--- config.mk ---
export PLATFORM = sky130hd
export DESIGN_NAME = clk_div_multi
export DESIGN_NICKNAME = d
export VERILOG_FILES = /design/src/rtl/clk_div_multi.sv
export SDC_FILE = /design/constraint.sdc
export NUM_CORES = 1
export LEC_CHECK = 0
export ABC_AREA = 1
export ABC_CLOCK_PERIOD_IN_PS = 2430
export CAP_MARGIN = 25
export CORE_MARGIN = 3
export CORE_UTILIZATION = 45
export DETAILED_ROUTE_END_ITERATION = 10
export HOLD_SLACK_MARGIN = 0.15
export PLACE_DENSITY_LB_ADDON = 0.1
export SLEW_MARGIN = 20
export SYNTH_ARGS = -nofsm -noshare
export SYNTH_HDL_FRONTEND = slang
export SYNTH_SLANG_ARGS = --single-unit
--- constraint.sdc ---
create_clock -name clk_in -period 2.43 [get_ports clk_in]
set_input_delay 0.3645 -clock clk_in [delete_from_list [all_inputs] [get_ports clk_in]]
set_output_delay 0.3645 -clock clk_in [all_outputs]
set_load 0.05 [all_outputs]
--- src/rtl/clk_div_multi.sv ---
// clk_div_multi
//   Multi-channel programmable clock divider. Each channel divides clk_in by
//   its own runtime divisor D. Every period it produces a one-cycle tick
//   strobe, and it toggles a square output of period 2*D. A new divisor is
//   held in a shadow register. It takes effect only at a period boundary, so
//   the divided outputs never see a runt period.
//
//   Optional feature: define CLK_DIV_SYNC_EN to add the sync_i input. sync_i
//   restarts every channel in phase and applies any pending divisor.
//
// Parameters
//   NUM_CH      number of independent channels (1..8)
//   DIV_W       divisor / counter width
//   DEFAULT_DIV divisor loaded into every channel on reset
//
// Ports
//   clk_in      system clock
//   rst         synchronous active-high reset
//   sync_i      (CLK_DIV_SYNC_EN only) phase-align all channels
//   en_i        per-channel count enable
//   load_i      per-channel divisor load strobe
//   div_i       packed divisors, channel k at [k*DIV_W +: DIV_W]
//   tick_o      per-channel one-cycle strobe, once per period
//   clk_out     per-channel square output, toggles on each tick
//   pending_o   per-channel flag: a loaded divisor awaits a boundary
module clk_div_multi #(
  parameter int NUM_CH      = 2,
  parameter int DIV_W       = 22,
  parameter int DEFAULT_DIV = 2083334
) (
  input  logic                    clk_in,
  input  logic                    rst,
`ifdef CLK_DIV_SYNC_EN
  input  logic                    sync_i,
`endif
  input  logic [NUM_CH-1:0]       en_i,
  input  logic [NUM_CH-1:0]       load_i,
  input  logic [NUM_CH*DIV_W-1:0] div_i,
  output logic [NUM_CH-1:0]       tick_o,
  output logic [NUM_CH-1:0]       clk_out,
  output logic [NUM_CH-1:0]       pending_o
);

  localparam logic [DIV_W-1:0] DEF_DIV = DIV_W'(DEFAULT_DIV);
  localparam logic [DIV_W-1:0] ONE     = DIV_W'(1);

  logic sync_req;

  // The sync request is tied off when the feature is not built.
  // This keeps the channel logic identical in both configurations.
`ifdef CLK_DIV_SYNC_EN
  assign sync_req = sync_i;
`else
  assign sync_req = 1'b0;
`endif

  for (genvar k = 0; k < NUM_CH; k++) begin : g_ch
    logic [DIV_W-1:0] div_act;
    logic [DIV_W-1:0] shadow;
    logic [DIV_W-1:0] cnt;
    logic             tick_r;
    logic             clk_r;
    logic             pend_r;
    logic [DIV_W-1:0] div_new;
    logic             wrap;
    logic             idle;

    assign div_new = div_i[k*DIV_W +: DIV_W];

    // A wrap is the last count of a period. When D=1 the counter sits at 0,
    // so every enabled edge is a wrap, and tick stays high continuously.
    assign wrap = en_i[k] && (div_act != '0) && (cnt == div_act - ONE);

    // An idle channel has no period boundary to wait for. A pending divisor
    // is therefore applied immediately.
    assign idle = !en_i[k] || (div_act == '0);

    // Per-channel state update. The priority order is reset, then sync, then
    // wrap, then applying a pending divisor to an idle channel, then normal
    // counting. A load that arrives on a wrap edge goes straight into the
    // active divisor, so it never shows up as pending.
    always_ff @(posedge clk_in) begin
      if (rst) begin
        div_act <= DEF_DIV;
        shadow  <= DEF_DIV;
        cnt     <= '0;
        tick_r  <= 1'b0;
        clk_r   <= 1'b0;
        pend_r  <= 1'b0;
      end else if (sync_req) begin
        cnt    <= '0;
        tick_r <= 1'b0;
        clk_r  <= 1'b0;
        if (pend_r) begin
          div_act <= shadow;
          pend_r  <= 1'b0;
        end
      end else if (wrap) begin
        cnt    <= '0;
        tick_r <= 1'b1;
        clk_r  <= ~clk_r;
        pend_r <= 1'b0;
        if (load_i[k]) begin
          div_act <= div_new;
          shadow  <= div_new;
        end else if (pend_r) begin
          div_act <= shadow;
        end
      end else if (idle && pend_r && !load_i[k]) begin
        div_act <= shadow;
        cnt     <= '0;
        tick_r  <= 1'b0;
        pend_r  <= 1'b0;
      end else begin
        tick_r <= 1'b0;
        if (!idle) begin
          cnt <= cnt + ONE;
        end
        if (load_i[k]) begin
          shadow <= div_new;
          pend_r <= 1'b1;
        end
      end
    end

    assign tick_o[k]    = tick_r;
    assign clk_out[k]   = clk_r;
    assign pending_o[k] = pend_r;
  end

endmodule

# Word-level counts from Yosys, hierarchy flattened

Cells that the tools add are included.

Input bits: 50
Register bits: 138
Word-level logic and storage cells: 64
Output and inout port bits: 6

Equality and inequality tests: 6
Reductions and logical operators: 24
Bitwise logic cells: 2
Add/sub/neg operators: 4
Muxes and demuxes: 16

Operators by type and width:

| operator                                            | count |
|---|---|
| two-way mux 22 bit                                  | 14 |
| adder 22 x 1 -> 22 bit (second input constant)      | 2 |
| equality test 22 bit                                | 2 |
| zero test 22 bit                                    | 2 |
| nonzero test 22 bit                                 | 2 |
| subtractor 22 x 1 -> 22 bit (second input constant) | 2 |
| logical AND 1 bit                                   | 8 |
| != test 3 bit (second input constant)               | 2 |
| OR reduction 3 bit                                  | 2 |
| zero test 1 bit                                     | 4 |
| != test 2 bit (second input constant)               | 2 |
| AND reduction 2 bit                                 | 2 |
| nonzero test 2 bit                                  | 2 |
| logical OR 1 bit                                    | 2 |
| two-way mux 1 bit                                   | 2 |
| inverter 1 bit                                      | 2 |

# Longest topological paths before layout

Gate-level depths: netlist of run 1.

Depth after elaboration: 6
Mapped depth: 19
Depth with buffers taken out: 18

# Worst setup path after synthesis of run 1

OpenSTA, ideal clock, no wires.

Path kind: reg-to-reg
Start: register g_ch[1].div_act[0]
End: register g_ch[1].div_act[12]
Setup time: 0.112 ns
Data arrival time: 2.066 ns
Cell stages (with the launch flop): 19
Path slack: 0.252 ns
Data required time: 2.318 ns
Path through: dfxtp_1 inv_1 ha_1 nand2_2 nor2_4 nand2_4 nor2_1 nand2_1 nand2_1 nand2_1 inv_1 nand3_1 nor2_2 nand3_4 nand2_4 inv_4 buf_6 nor2_1 nor2_1

Cells in the longest elaborated chain, start to end: 6
Elaborated cells between the ends (all ways): 13
Those cells by class: 1 x add/sub; 2 x eq/ne; 1 x mux; 9 x reduce/logical

Ends and longest elaborated chain:

| element                                                                             | RTL line | text |
|---|---|---|
| from (decl)                                                                         | 58       | `logic [DIV_W-1:0] div_act;` |
| from (signal assigned)                                                              | 95       | `div_act <= shadow;` |
| from (signal assigned)                                                              | 104      | `div_act <= div_new;` |
| from (signal assigned)                                                              | 107      | `div_act <= shadow;` |
| parallel branches: the longest is 6 deep, another holds subtractor 22 x 1 -> 22 bit | -        |  |

Parallel ways; which one is timed is not known.
A chain may end at the register's enable or synchronous reset.

# Final worst setup path of run 1

Start: register g_ch[1].div_act[2]
End: register g_ch[1].div_act[14]

The elaborated chain is that of the path after synthesis.

==> results of run 1 <==
==> flip-flops by register name, indices dropped and copies added (netlist names) <==
name / flops
g_ch.tick_r: 2
g_ch.pend_r: 2
g_ch.shadow: 44
g_ch.div_act: 44
g_ch.cnt: 44
g_ch.clk_r: 2
==> cells by family (layout without fill, tap and decap cells) <==
| family | Yosys count | after routing | synth area share [%] |
|---|---|---|---|
| AND/OR/NAND/NOR | 744 | 745 | 40.9 |
| buffers and inverters | 180 | 299 | 9.53 |
| flip-flops | 138 | 138 | 34.5 |
| AO/OA/AOI/OAI | 76 | 76 | 5.08 |
| XOR/XNOR | 61 | 61 | 6.67 |
| multiplexers | 19 | 19 | 2.37 |
| adder cells (fa/ha/maj) | 6 | 6 | 0.937 |
==> repair_timing <==
item,CTS,global route
pin swaps,1,41
endpoints found under the setup margin,25,92
cloned,0,8
setup buffers,0,18
resized for setup,6,158
==> layout make-up <==
| class | count | area [µm²] |
|---|---|---|
| Inverter | 134 | 526 |
| Timing Repair inverter | 3 | 36.3 |
| Fill cell | 1600 | 6870 |
| Multi-Input combinational cell | 907 | 4950 |
| Tap cell | 225 | 282 |
| Timing Repair Buffer | 131 | 1300 |
| Sequential cell | 138 | 2780 |
| Clock buffer | 19 | 453 |
| Clock inverter | 12 | 163 |
==> power breakdown <==
part           total [mW]  switching, mW  leakage [nW]  internal [mW]
combinational       0.679          0.377          3.33          0.302
clock                2.76           1.08         0.297           1.68
sequential           2.42         0.0709          1.13           2.35
total                5.85           1.52          4.76           4.33
==> synthesized netlist by cell type, drive strengths merged <==
cell,instances,share of area (%)
a21oi,23,1.4
a31oi,1,0.078
and2,1,0.078
buf,28,2.4
clkbuf,18,0.84
clkinv,1,0.047
dfxtp,138,34
ha,6,0.94
inv,133,6.3
mux2i,19,2.4
nand2,343,16
nand3,114,7.4
nand3b,14,1.3
nand4,31,2.4
nor2,204,10
nor3,15,1.1
nor3b,2,0.19
nor4,5,0.47
o211ai,7,0.66
o21a,2,0.19
o21ai,42,2.6
o21bai,1,0.094
or2,15,1.2
xnor2,28,3.1
xor2,33,3.6
==> per-layer routing <==
layer,GRT usage (%),routed length [µm],vias up
met3,3.68,1010,23
met2,30.7,9150,191
met4,5.05,261,0
met1,33.3,11100,3545
met5,0,0,-
li1,-,-,4099
==> critical path, cell delays in order (launching register included) <==
cell and delay (ns):
dfxtp_4 0.38, nor2_2 0.13, nand2_2 0.09, buf_4 0.13, buf_4 0.12, inv_1 0.04
nand2_1 0.04, nand2_1 0.06, nand3_1 0.06, nor2_1 0.14, nand2_1 0.07, nor2_1 0.10
nand2_1 0.09, nor2_4 0.16, buf_6 0.12, nand3_4 0.11, nand2_8 0.12, buf_12 0.13
o211ai_1 0.11, nand2_1 0.10
==> worst max-delay path by stage <==
stage                                          startpoint  slack (ns)                                to  cells past startpoint
after global routing      g_ch[0].div_act[0]$_SDFFE_PP0P_       -0.12  g_ch[0].div_act[10]$_SDFFE_PP0P_                     17
after detailed placement  g_ch[0].div_act[1]$_SDFFE_PP1P_      0.0002   g_ch[0].div_act[6]$_SDFFE_PP0P_                     15
after global placement    g_ch[0].div_act[1]$_SDFFE_PP1P_        0.03   g_ch[0].div_act[6]$_SDFFE_PP0P_                     17
after CTS                 g_ch[1].div_act[0]$_SDFFE_PP0P_       -0.01  g_ch[1].div_act[16]$_SDFFE_PP1P_                     19
final                     g_ch[1].div_act[2]$_SDFFE_PP1P_        0.05  g_ch[1].div_act[14]$_SDFFE_PP1P_                     19
after floorplan           g_ch[1].div_act[0]$_SDFFE_PP0P_        0.25  g_ch[1].div_act[12]$_SDFFE_PP0P_                     18
==> metrics by stage <==
step	instances	setup slack, ns	hold slack [ns]	cell area (µm²)
3_5_place_dp	1512	0.000166	0.463	9050
3_3_place_gp	1512	0.0258	0.460	9050
6_report	1569	0.0527	0.477	10500
2_1_floorplan	1224	0.252	0.447	8010
4_1_cts	1543	-0.0103	0.478	9680
5_1_grt	1569	-0.122	0.510	10500
==> run summary, run 1 <==
status - completed
initial DRC count - 543
fin crit period - 2.38 ns
# Max-Cap Violations - 0
Hold Fails Final Rpt - 0
Critical Path RT - 2.79 ns
Die Width - 139 µm
leakage power total - 4.76 nW
vias per cell - 5.01
Initial Utilization - 46.2%
RSZ-0062 raised after global routing - yes
initial antenna violation count - 0
fmax - 421 MHz
clock skew - 0.0135 ns
clock sink total - 138
sequential area share after synthesis - 34.5%
final WL - 21,500 µm
most frequent cells in the layout - nand2_1, nor2_1, dfxtp_1, inv_1, nand3_1
# port buffers - 55
register bit total from synthesis - 138
Post-DRT Antenna Nets - 0
P&R area growth vs syn - 30.9%
endpoints failing setup - 0
syn avg cell area - 6.55 µm²
# H-tree levels - 4
Hold Path Sink - g_ch[0].shadow[11]$_SDFFE_PP1P_
# diodes - 0
DRC - 0
Reg2Reg Launch Point - g_ch[1].div_act[2]$_SDFFE_PP1P_
synth unique cells - 42
Worst Hold Depth - 2
routability congestion estimate - 0.928
Placeable Area - 17,400 µm²
number of global-route vias before repair - 7,078
Data arrival, critical path - 2.74 ns
PD cells - 558 nW/µm²
hpwl dp - 15,000 µm
Final Util - 60.4%
Syn Inst Count - 1,224
Slew @ Worst Pin - 0.493 ns
first-pass GRT wire length - 34,600 µm
largest net degree at the start of global routing - 36
commonest non-fill, non-tap cell in the layout - nand2_1
nets - 1,388
total grt overflow - 0
FF-to-FF setup slack - 0.05 ns
WL/cell - 13.7 µm
FP Rows - 48
Power Total - 5.85 mW
crit end category - flop
Root Buffer - clkbuf_16
worst vdd ir - 0.000516 V
I/O pins - 56
Worst Setup Start Kind - flop
Slew HR - 67.1%
capturing point of the worst reg2reg path - g_ch[1].div_act[14]$_SDFFE_PP1P_
Total Die Area - 19,400 µm²
Overall Global Routing Usage - 21.4%
via count - 7,858
HP Class - flop to flop
TNS Setup - 0 ns
Synthesis Warnings - 0
DRT Pass-1 Iters - 6
CTS clk-pin slew, worst paths - 0.06 ns
FF-to-FF path depth - 19
clk_lat worst skew - 0.43 ns
Longest Clk Path Bufs - 2
hold_buf cts - 0
crit share post-route - 97.8%
Syn Nets - 1,280
share of post-route cells with drive strength above 1 - 18.5%
crit path kind - flop to flop
Netlist Area Pre-Place - 8010 µm²
TritonCTS Buffers - 17
Slew Viols, Final - 0
CTS tree - yes
die height - 139 µm
crit-path max FO - 6
Hold Startpoint - g_ch[0].shadow[11]$_SDFFE_PP1P_
No activity file was read; power rests on OpenSTA's default activity.
==> run 2, diff against run 1 <==
--- a/config.mk
+++ b/config.mk
@@ -7,7 +7,8 @@
 export LEC_CHECK = 0
 export ABC_AREA = 1
 export ABC_CLOCK_PERIOD_IN_PS = 2430
-export CAP_MARGIN = 25
+export CAP_MARGIN = 20
+export CORE_ASPECT_RATIO = 2
 export CORE_MARGIN = 3
 export CORE_UTILIZATION = 45
 export DETAILED_ROUTE_END_ITERATION = 10
==> run 2 against run 1 <==
  * Critical path depth fell by 4
  * Sequential power about the same
  * Clock power shrank 4%
  * Global-route usage is 3.2 points higher
  * Combinational power decreased by 1%
  * Count of clock-buffer cells in the layout increased by 4
  * Wire length grew 10%
  * Clock skew shrank 0.0039 ns
  * Utilization is 0.88 points lower
  * Critical path type unchanged
==> run summary, run 2 (synthesis results as in run 1) <==
final WL - 23,800 µm (+10%)
clock skew - 0.00962 ns (-0.00393 ns)
nets - 1,397 (+0.65%)
leakage power total - 4.74 nW (-0.43%)
crit-path max FO - 7 (+1)
Total Die Area - 19,500 µm² (+0.50%)
largest net degree at the start of global routing - 36 (unchanged)
CTS tree - yes
worst vdd ir - 0.000425 V (-17%)
# diodes - 0 (unchanged)
fmax - 414 MHz (-1.5%)
Placeable Area - 17,400 µm² (unchanged)
TritonCTS Buffers - 17 (unchanged)
vias per cell - 5.15 (+2.8%)
crit path kind - flop to flop
hold_buf cts - 0 (unchanged)
commonest non-fill, non-tap cell in the layout - nand2_1
Hold Fails Final Rpt - 0 (unchanged)
die height - 195 µm (+40%)
routability congestion estimate - 0.970 (+4.5%)
Slew Viols, Final - 0 (unchanged)
WHS - 0.479 ns (+0.00139 ns)
Slew @ Worst Pin - 0.512 ns (+0.0193 ns)
crit share post-route - 99.3% (+1.5 points)
FF-to-FF path depth - 15 (-4)
hpwl dp - 17,900 µm (+20%)
Worst Setup Start Kind - flop
HP Class - flop to flop
WL/cell - 15.2 µm (+11%)
I/O pins - 56 (unchanged)
RSZ-0062 raised after global routing - yes
initial antenna violation count - 0 (unchanged)
fin crit period - 2.41 ns (+0.0359 ns)
most frequent cells in the layout - nand2_1, nor2_1, dfxtp_1, inv_1, nand3_1
# Max-Cap Violations - 0 (unchanged)
Root Buffer - clkbuf_16
clock sink total - 138 (unchanged)
crit end category - flop
Critical Path RT - 2.79 ns (about the same)
Die Width - 100 µm (-28%)
status - completed
Worst Hold Depth - 2 (unchanged)
number of global-route vias before repair - 8,039 (+14%)
Power Total - 5.75 mW (-1.8%)
CTS clk-pin slew, worst paths - 0.06 ns (about the same)
DRT Pass-1 Iters - 7 (+1)
total grt overflow - 0 (unchanged)
Overall Global Routing Usage - 24.7% (+3.2 points)
PD cells - 556 nW/µm² (-0.33%)
# H-tree levels - 4 (unchanged)
via count - 8,050 (+2.4%)
dpl cell area - 9200 µm² (+1.6%)
Post-DRT Antenna Nets - 0 (unchanged)
Longest Clk Path Bufs - 2 (unchanged)
Initial Utilization - 46.2% (unchanged)
Post-Layout Inst Area - 10,300 µm² (-1.5%)
share of post-route cells with drive strength above 1 - 17.7% (-0.86 points)
biggest regs - g_ch.cnt x44, g_ch.div_act x44, g_ch.shadow x44
endpoints failing setup - 0 (unchanged)
FP Rows - 68 (+42%)
clk_lat worst skew - 0.42 ns (about the same)
Data arrival, critical path - 2.77 ns (+0.03 ns)
initial DRC count - 219 (-60%)
Slew HR - 65.8% (-1.3 points)
# port buffers - 55 (unchanged)
P&R area growth vs syn - 29.0%
DRC - 0 (unchanged)
first-pass GRT wire length - 37,800 µm (+9.2%)
fillers - 1,700 (+6.3%)
## run 2: layout make-up
| type | instances | area (µm²) | share of cell area, % |
|---|---|---|---|
| clock inverter | 8 | 118 | 1.14 |
| clock buffer | 23 | 478 | 4.63 |
| timing repair inverter | 1 | 8.76 | 0.0848 |
| sequential | 138 | 2770 | 26.8 |
| multi-input combinational | 907 | 4830 | 46.7 |
| timing repair buffer | 142 | 1330 | 12.9 |
| tap | 210 | 263 | 2.54 |
| inverter | 134 | 533 | 5.16 |
## run 2: what timing repair did
action / 4_1_cts / 5_1_grt
buffers inserted: 1 / 12
gates cloned: 1 / 2
setup endpoints to repair: 42 / 93
resized for setup: 11 / 120
pin swaps: 3 / 30
## run 2: through the flow
stage               TNS [ns]  std cells  setup WS (ns)  util, %
floorplan                  0       1224          0.252        -
global placement      -0.106       1516        -0.0740     53.0
detailed placement    -0.929       1516        -0.0927     53.0
CTS                        0       1549        0.00365     56.7
global route           -5.73       1563         -0.154     59.5
finish                     0       1563         0.0168     59.5
## run 2: layer usage
layer / share of wire [%] / wire length (µm) / GRT usage, %
met2: 59 / 13900 / 48.5
met4: 5.2 / 1230 / 14.4
met1: 34 / 8000 / 22.5
met5: 0 / 0 / 0
met3: 2.6 / 613 / 4.09
## run 2: worst max-delay path, cell delays in order (launching register included)
cell,delay (ns)
dfxtp_2,0.34
inv_4,0.07
buf_4,0.11
nand3_1,0.11
buf_4,0.17
nor2_4,0.17
buf_4,0.14
nand4_1,0.12
xor2_2,0.19
nor2_4,0.20
nand3_4,0.11
buf_12,0.15
buf_4,0.14
o21ai_0,0.21
nor2_2,0.05
nor2_1,0.07
## run 2: final timing paths
path / start / end / slack, ns
setup reg to reg: g_ch[0].div_act[0]$_SDFFE_PP0P_ / g_ch[0].div_act[12]$_SDFFE_PP0P_ / 0.02
hold reg to reg: g_ch[0].shadow[15]$_SDFFE_PP1P_ / g_ch[0].shadow[15]$_SDFFE_PP1P_ / 0.48
hold / removal: g_ch[0].shadow[15]$_SDFFE_PP1P_ / g_ch[0].shadow[15]$_SDFFE_PP1P_ / 0.48
setup / recovery: g_ch[0].div_act[0]$_SDFFE_PP0P_ / g_ch[0].div_act[12]$_SDFFE_PP0P_ / 0.02
## run 2: where the power goes
| part | total, mW | leakage [nW] | internal [mW] | switching [mW] |
|---|---|---|---|---|
| Combinational | 0.671 | 3.32 | 0.301 | 0.369 |
| Clock | 2.66 | 0.293 | 1.68 | 0.975 |
| Sequential | 2.42 | 1.13 | 2.35 | 0.0721 |
| Total | 5.75 | 4.74 | 4.33 | 1.42 |
